==> config.mk <==
export PLATFORM = sky130hd
export DESIGN_NAME = mips_bus_interface
export DESIGN_NICKNAME = d
export VERILOG_FILES = /design/src/rtl/mips_bus_interface.sv
export SDC_FILE = /design/constraint.sdc
export NUM_CORES = 1
export LEC_CHECK = 0
export ABC_AREA = 1
export BUFFER_PORTS_ARGS = -buffer_cell sky130_fd_sc_hd__buf_4
export CORE_MARGIN = 2
export CORE_UTILIZATION = 53
export DETAILED_ROUTE_END_ITERATION = 7
export PLACE_DENSITY = 0.86
export SLEW_MARGIN = 20
export SYNTH_ARGS = -nofsm -noshare
export SYNTH_HDL_FRONTEND = slang
export SYNTH_SLANG_ARGS = --single-unit
export TNS_END_PERCENT = 100
==> constraint.sdc <==
create_clock -name clk -period 2.25 [get_ports clk]
set_input_delay 0.225 -clock clk [delete_from_list [all_inputs] [get_ports clk]]
set_output_delay 0.225 -clock clk [all_outputs]
set_load 0.02 [all_outputs]
==> src/rtl/mips_bus_interface.sv <==
// mips_bus_interface: bridges CPU load/store requests onto an Avalon-MM master port,
// handling lane steering, sign/zero extension and alignment errors.
module mips_bus_interface (
    input  logic        clk,
    input  logic        reset,
    input  logic        req_valid,
    input  logic        req_write,
    input  logic [1:0]  req_size,
    input  logic        req_signed,
    input  logic [31:0] req_addr,
    input  logic [31:0] req_wdata,
    output logic        req_ready,
    output logic        resp_valid,
    output logic [31:0] resp_rdata,
    output logic        resp_error,
    output logic [31:0] address,
    output logic        read,
    output logic        write,
    input  logic        waitrequest,
    output logic [31:0] writedata,
    output logic [3:0]  byteenable,
    input  logic [31:0] readdata
);
    localparam logic [1:0] S_IDLE = 2'd0;
    localparam logic [1:0] S_BUS  = 2'd1;
    localparam logic [1:0] S_RESP = 2'd2;

    logic [1:0]  state_q, state_d;
    logic [31:0] addr_q, addr_d;
    logic [1:0]  size_q, size_d;
    logic        signed_q, signed_d;
    logic        write_q, write_d;
    logic [31:0] wdata_q, wdata_d;
    logic [31:0] rdata_q, rdata_d;
    logic        error_q, error_d;

    logic        bad_req;
    logic        in_bus;
    logic [7:0]  ld_byte;
    logic [15:0] ld_half;
    logic [31:0] ld_ext;
    logic [3:0]  be_raw;
    logic [31:0] wd_raw;

    assign bad_req = (req_size == 2'b11)
                   | ((req_size == 2'b01) & req_addr[0])
                   | ((req_size == 2'b10) & (|req_addr[1:0]));

    // Little-endian lane selection from the latched address.
    assign ld_byte = readdata[{addr_q[1:0], 3'b000} +: 8];
    assign ld_half = readdata[{addr_q[1], 4'b0000} +: 16];
    assign ld_ext  = (size_q == 2'b00) ? {{24{signed_q & ld_byte[7]}}, ld_byte}
                   : (size_q == 2'b01) ? {{16{signed_q & ld_half[15]}}, ld_half}
                   : readdata;

    assign be_raw = (size_q == 2'b00) ? (4'b0001 << addr_q[1:0])
                  : (size_q == 2'b01) ? (addr_q[1] ? 4'b1100 : 4'b0011)
                  : 4'b1111;
    assign wd_raw = (size_q == 2'b00) ? {4{wdata_q[7:0]}}
                  : (size_q == 2'b01) ? {2{wdata_q[15:0]}}
                  : wdata_q;

    always_comb begin
        state_d  = state_q;
        addr_d   = addr_q;
        size_d   = size_q;
        signed_d = signed_q;
        write_d  = write_q;
        wdata_d  = wdata_q;
        rdata_d  = rdata_q;
        error_d  = error_q;
        if (state_q == S_IDLE) begin
            if (req_valid) begin
                addr_d   = req_addr;
                size_d   = req_size;
                signed_d = req_signed;
                write_d  = req_write;
                wdata_d  = req_wdata;
                rdata_d  = 32'h0;
                error_d  = bad_req;
                state_d  = bad_req ? S_RESP : S_BUS;
            end
        end else if (state_q == S_BUS) begin
            if (!waitrequest) begin
                rdata_d = write_q ? 32'h0 : ld_ext;
                state_d = S_RESP;
            end
        end else begin
            state_d = S_IDLE;
        end
    end

    always_ff @(posedge clk) begin
        if (reset) begin
            state_q  <= S_IDLE;
            addr_q   <= 32'h0;
            size_q   <= 2'b00;
            signed_q <= 1'b0;
            write_q  <= 1'b0;
            wdata_q  <= 32'h0;
            rdata_q  <= 32'h0;
            error_q  <= 1'b0;
        end else begin
            state_q  <= state_d;
            addr_q   <= addr_d;
            size_q   <= size_d;
            signed_q <= signed_d;
            write_q  <= write_d;
            wdata_q  <= wdata_d;
            rdata_q  <= rdata_d;
            error_q  <= error_d;
        end
    end

    // Bus outputs are pure functions of latched state, so they stay stable under waitrequest.
    assign in_bus     = (state_q == S_BUS);
    assign req_ready  = (state_q == S_IDLE);
    assign resp_valid = (state_q == S_RESP);
    assign resp_error = resp_valid & error_q;
    assign resp_rdata = resp_valid ? rdata_q : 32'h0;
    assign read       = in_bus & ~write_q;
    assign write      = in_bus & write_q;
    assign address    = in_bus ? {addr_q[31:2], 2'b00} : 32'h0;
    assign byteenable = in_bus ? be_raw : 4'b0000;
    assign writedata  = in_bus ? wd_raw : 32'h0;
endmodule

==> results.toml <==
[run_status]
status = "completed"

[pwr]
total_power_w = 0.00414
p_leak_nw = 3.35
intPower_w = 0.00276
p_sw_w = 0.00138
power_per_cell_area_nw_per_um2 = 574
pwr-share-clk_pct = 26.5
combinationalPowerShare_pct = 24.5
switching_share_pct = 33.4
p_seq_share_pct = 49.0
ir_drop_mv = 0.356

[worst_setup_path]
worstSetupStartpointType = "flop"
required_ns = 2.03
endpoint_kind = "output port"
rr_worst_depth = 7
r2r_start = "state_q[0]"
crit_fanout = 26
crit_type = "reg2out"
regToRegSetupSlack_ns = 0.53
cp_data_arrival_time_ns = 1.86
rr_endpoint = "rdata_q[31]"

[logic_synthesis]
syn_area_per_cell_um2 = 6.29
synth_common_cells = "169 x nor2_1, 157 x nand2_1, 120 x a21oi_1, 111 x inv_1, 103 x dfxtp_1"
ys_warn_count = 0
synth_simple_gate_area_share_pct = 29.4
synth_area_leaders = "dfxtp_1 37%, nor2_1 12%, a21oi_1 11%, nand2_1 11%, inv_1 7.6%"
synthCells = 874
synth_top_family_by_area = "simple AND/OR/NAND/NOR gates"
synth_seq_cells = 103
synth_xor_xnor_area_share_pct = 0
synth_area_um2 = 5500
synth_edf_count = 0
synth-adder-area-share_pct = 0
synth_top_area_share_pct = 37.5
synth_cell_types = 24
async_reset_ff_share_pct = 0
yosys.area.top_type = "dfxtp_1"
ys_seq_area_share_pct = 37.5
synth_most_common_cell = "nor2_1"
synth_compound_area_share_pct = 18.8
synth-main-ff-cell = "dfxtp_1"
synth.area.mux_share_pct = 0

[timing]
period_needed_ns = 2.08
period_share_pct = 92.6
max_freq_ghz = 0.480
setup_viol = 0
worst_slack_ns = 0.166
final-hold-violation-count = 0
skew_ns = 0.0147
slew_viol_final = 0
tightest_slew_ns = 0.734
rsz0062_at_grt = "no"
relSlewSlack_pct = 50.9
setup_tns_ns = 0

[clock_network]
clk_latency_ns = 0.36
numClockSinks = 103
cts_buffers = 9
clock_path_buffers = 2
cts_root_buffer = "clkbuf_8"
cts_tree = "yes"
cts.clk_slew.worst_paths_ns = 0.11
htree_levels = 3

[min_path]
min_to = "wdata_q[22]"
hold_class = "in2reg"
hold_depth = 3
min_from = "req_wdata[22]"

[die]
fp.dieW_um = 106
ios = 209
rows = 37
dieHeight_um = 106
initial_core_util_pct = 54.0
dieArea_um2 = 11200
fp.coreArea_um2 = 10200

[grt]
antenna_found_initial = 0
grt_use_total_pct = 29.1
grt_max_degree = 57
grt_pass1_wl_um = 26500
overflow = 0
grt_pass1_vias = 5636

[cells_and_area]
drive_gt1_share_pct = 25.2
diodes = 0
nets = 1153
area_delta_synth_final_pct = 31.3
fin_util_pct = 70.9

[drt]
num_vias = 6153
ant_nets = 0
drtIter0Drc = 451
avgRoutedWirePerCell_um = 13.8
detailedRoute.firstPassIterationCount = 5
vias_per_cell = 5.17
wirelength_um = 16400
route.detailed.drc = 0

[placement]
io_buffer_count = 206
gp_congestion = 0.882
hpwl_um = 11800
dp_slack_ns = 0.384

[flow_run]
cap_violations = 0
[kinds of logic (layout without fill, tap and decap cells)]
| kind of cell | count (synthesis) | after routing |
|---|---|---|
| AOI/OAI and AO/OA | 203 | 203 |
| other | 1 | 2 |
| DFF | 103 | 103 |
| buffers and inverters | 177 | 356 |
| and+or+nand+nor | 390 | 390 |
[final cells by class]
| class | count | area, um2 |
|---|---|---|
| fillers | 921 | 2960 |
| multi-input cells | 595 | 2660 |
| flip-flops and latches | 103 | 2060 |
| repair buffers | 221 | 1680 |
| inverters | 118 | 452 |
| well taps | 136 | 170 |
| clock buffers | 9 | 124 |
| clock inverters | 7 | 56.3 |
| repair inverters | 1 | 7.51 |
[repair_timing]
item                                    4_1_cts  5_1_grt
hold endpoints to repair                      0        0
pin swaps                                     0        0
resized for setup                             1        4
setup buffers                                 0        2
cloned                                        0        1
hold buffers                                  0        0
endpoints found under the setup margin        2       32
[flip-flops by register name (all words and copies together), names as in the netlist]
name and flops:
rdata_q 32, wdata_q 32, error_q 1, size_q 2
signed_q 1, state_q 2, write_q 1, addr_q 32
[layer usage]
metal	part of all wire, %	up-vias	track usage [%]
li1	-	3070	-
met4	2.8	0	11.2
met2	46	306	47.2
met3	9.4	36	6.93
met1	42	2741	37.4
met5	0	-	0
[per-stage QoR]
stage                     cells  hold WS [ns]  instance area (um2)
final                      1190        0.0743                 7220
after global routing       1190        0.0801                 7220
after floorplan             875         0.360                 5510
after global placement     1171         0.437                 7010
after CTS                  1187        0.0748                 7190
after detailed placement   1171         0.443                 7010
[how the worst max path moves through the flow]
stage | from | to | cells after the start | slack (ns)
final | size_q[1] | writedata[31] | 6 | 0.17
after global routing | size_q[0] | byteenable[1] | 6 | 0.07
after CTS | size_q[0] | byteenable[1] | 6 | 0.04
after detailed placement | size_q[1] | writedata[31] | 6 | 0.38
after global placement | size_q[1] | writedata[10] | 5 | 0.42
after floorplan | state_q[1] | resp_rdata[10] | 5 | 0.66
[placed cells by master (no fill, tap or decap), drive strengths merged]
master    synthesis  routed
nand2           162     162
inv             118     119
dfxtp           103     103
nor2            174     174
a31o              1       1
conb              1       2
a21oi           124     124
o21ai            78      78
nand3            53      53
nor3              1       1
clkinvlp          0       2
buf              41     221
clkbuf           18       9
clkinv            0       5
[worst max-delay path: stages (launching register included)]
cell	delay, ns
dfxtp_2	0.52
nor2_4	0.07
inv_2	0.35
nor2_1	0.11
o21ai_0	0.23
inv_1	0.06
buf_4	0.15
[power groups by stage]
| stage | registers [W] | clock network [W] | logic [W] |
|---|---|---|---|
| after floorplan | 0.00204 | 0 | 0.000691 |
| after global placement | 0.00207 | 0 | 0.000983 |
| after detailed placement | 0.00207 | 0 | 0.000998 |
| after CTS | 0.00203 | 0.00111 | 0.00100 |
| after global routing | 0.00204 | 0.00118 | 0.00113 |
| final | 0.00203 | 0.00110 | 0.00102 |
Power figures use the tool's default switching activity.
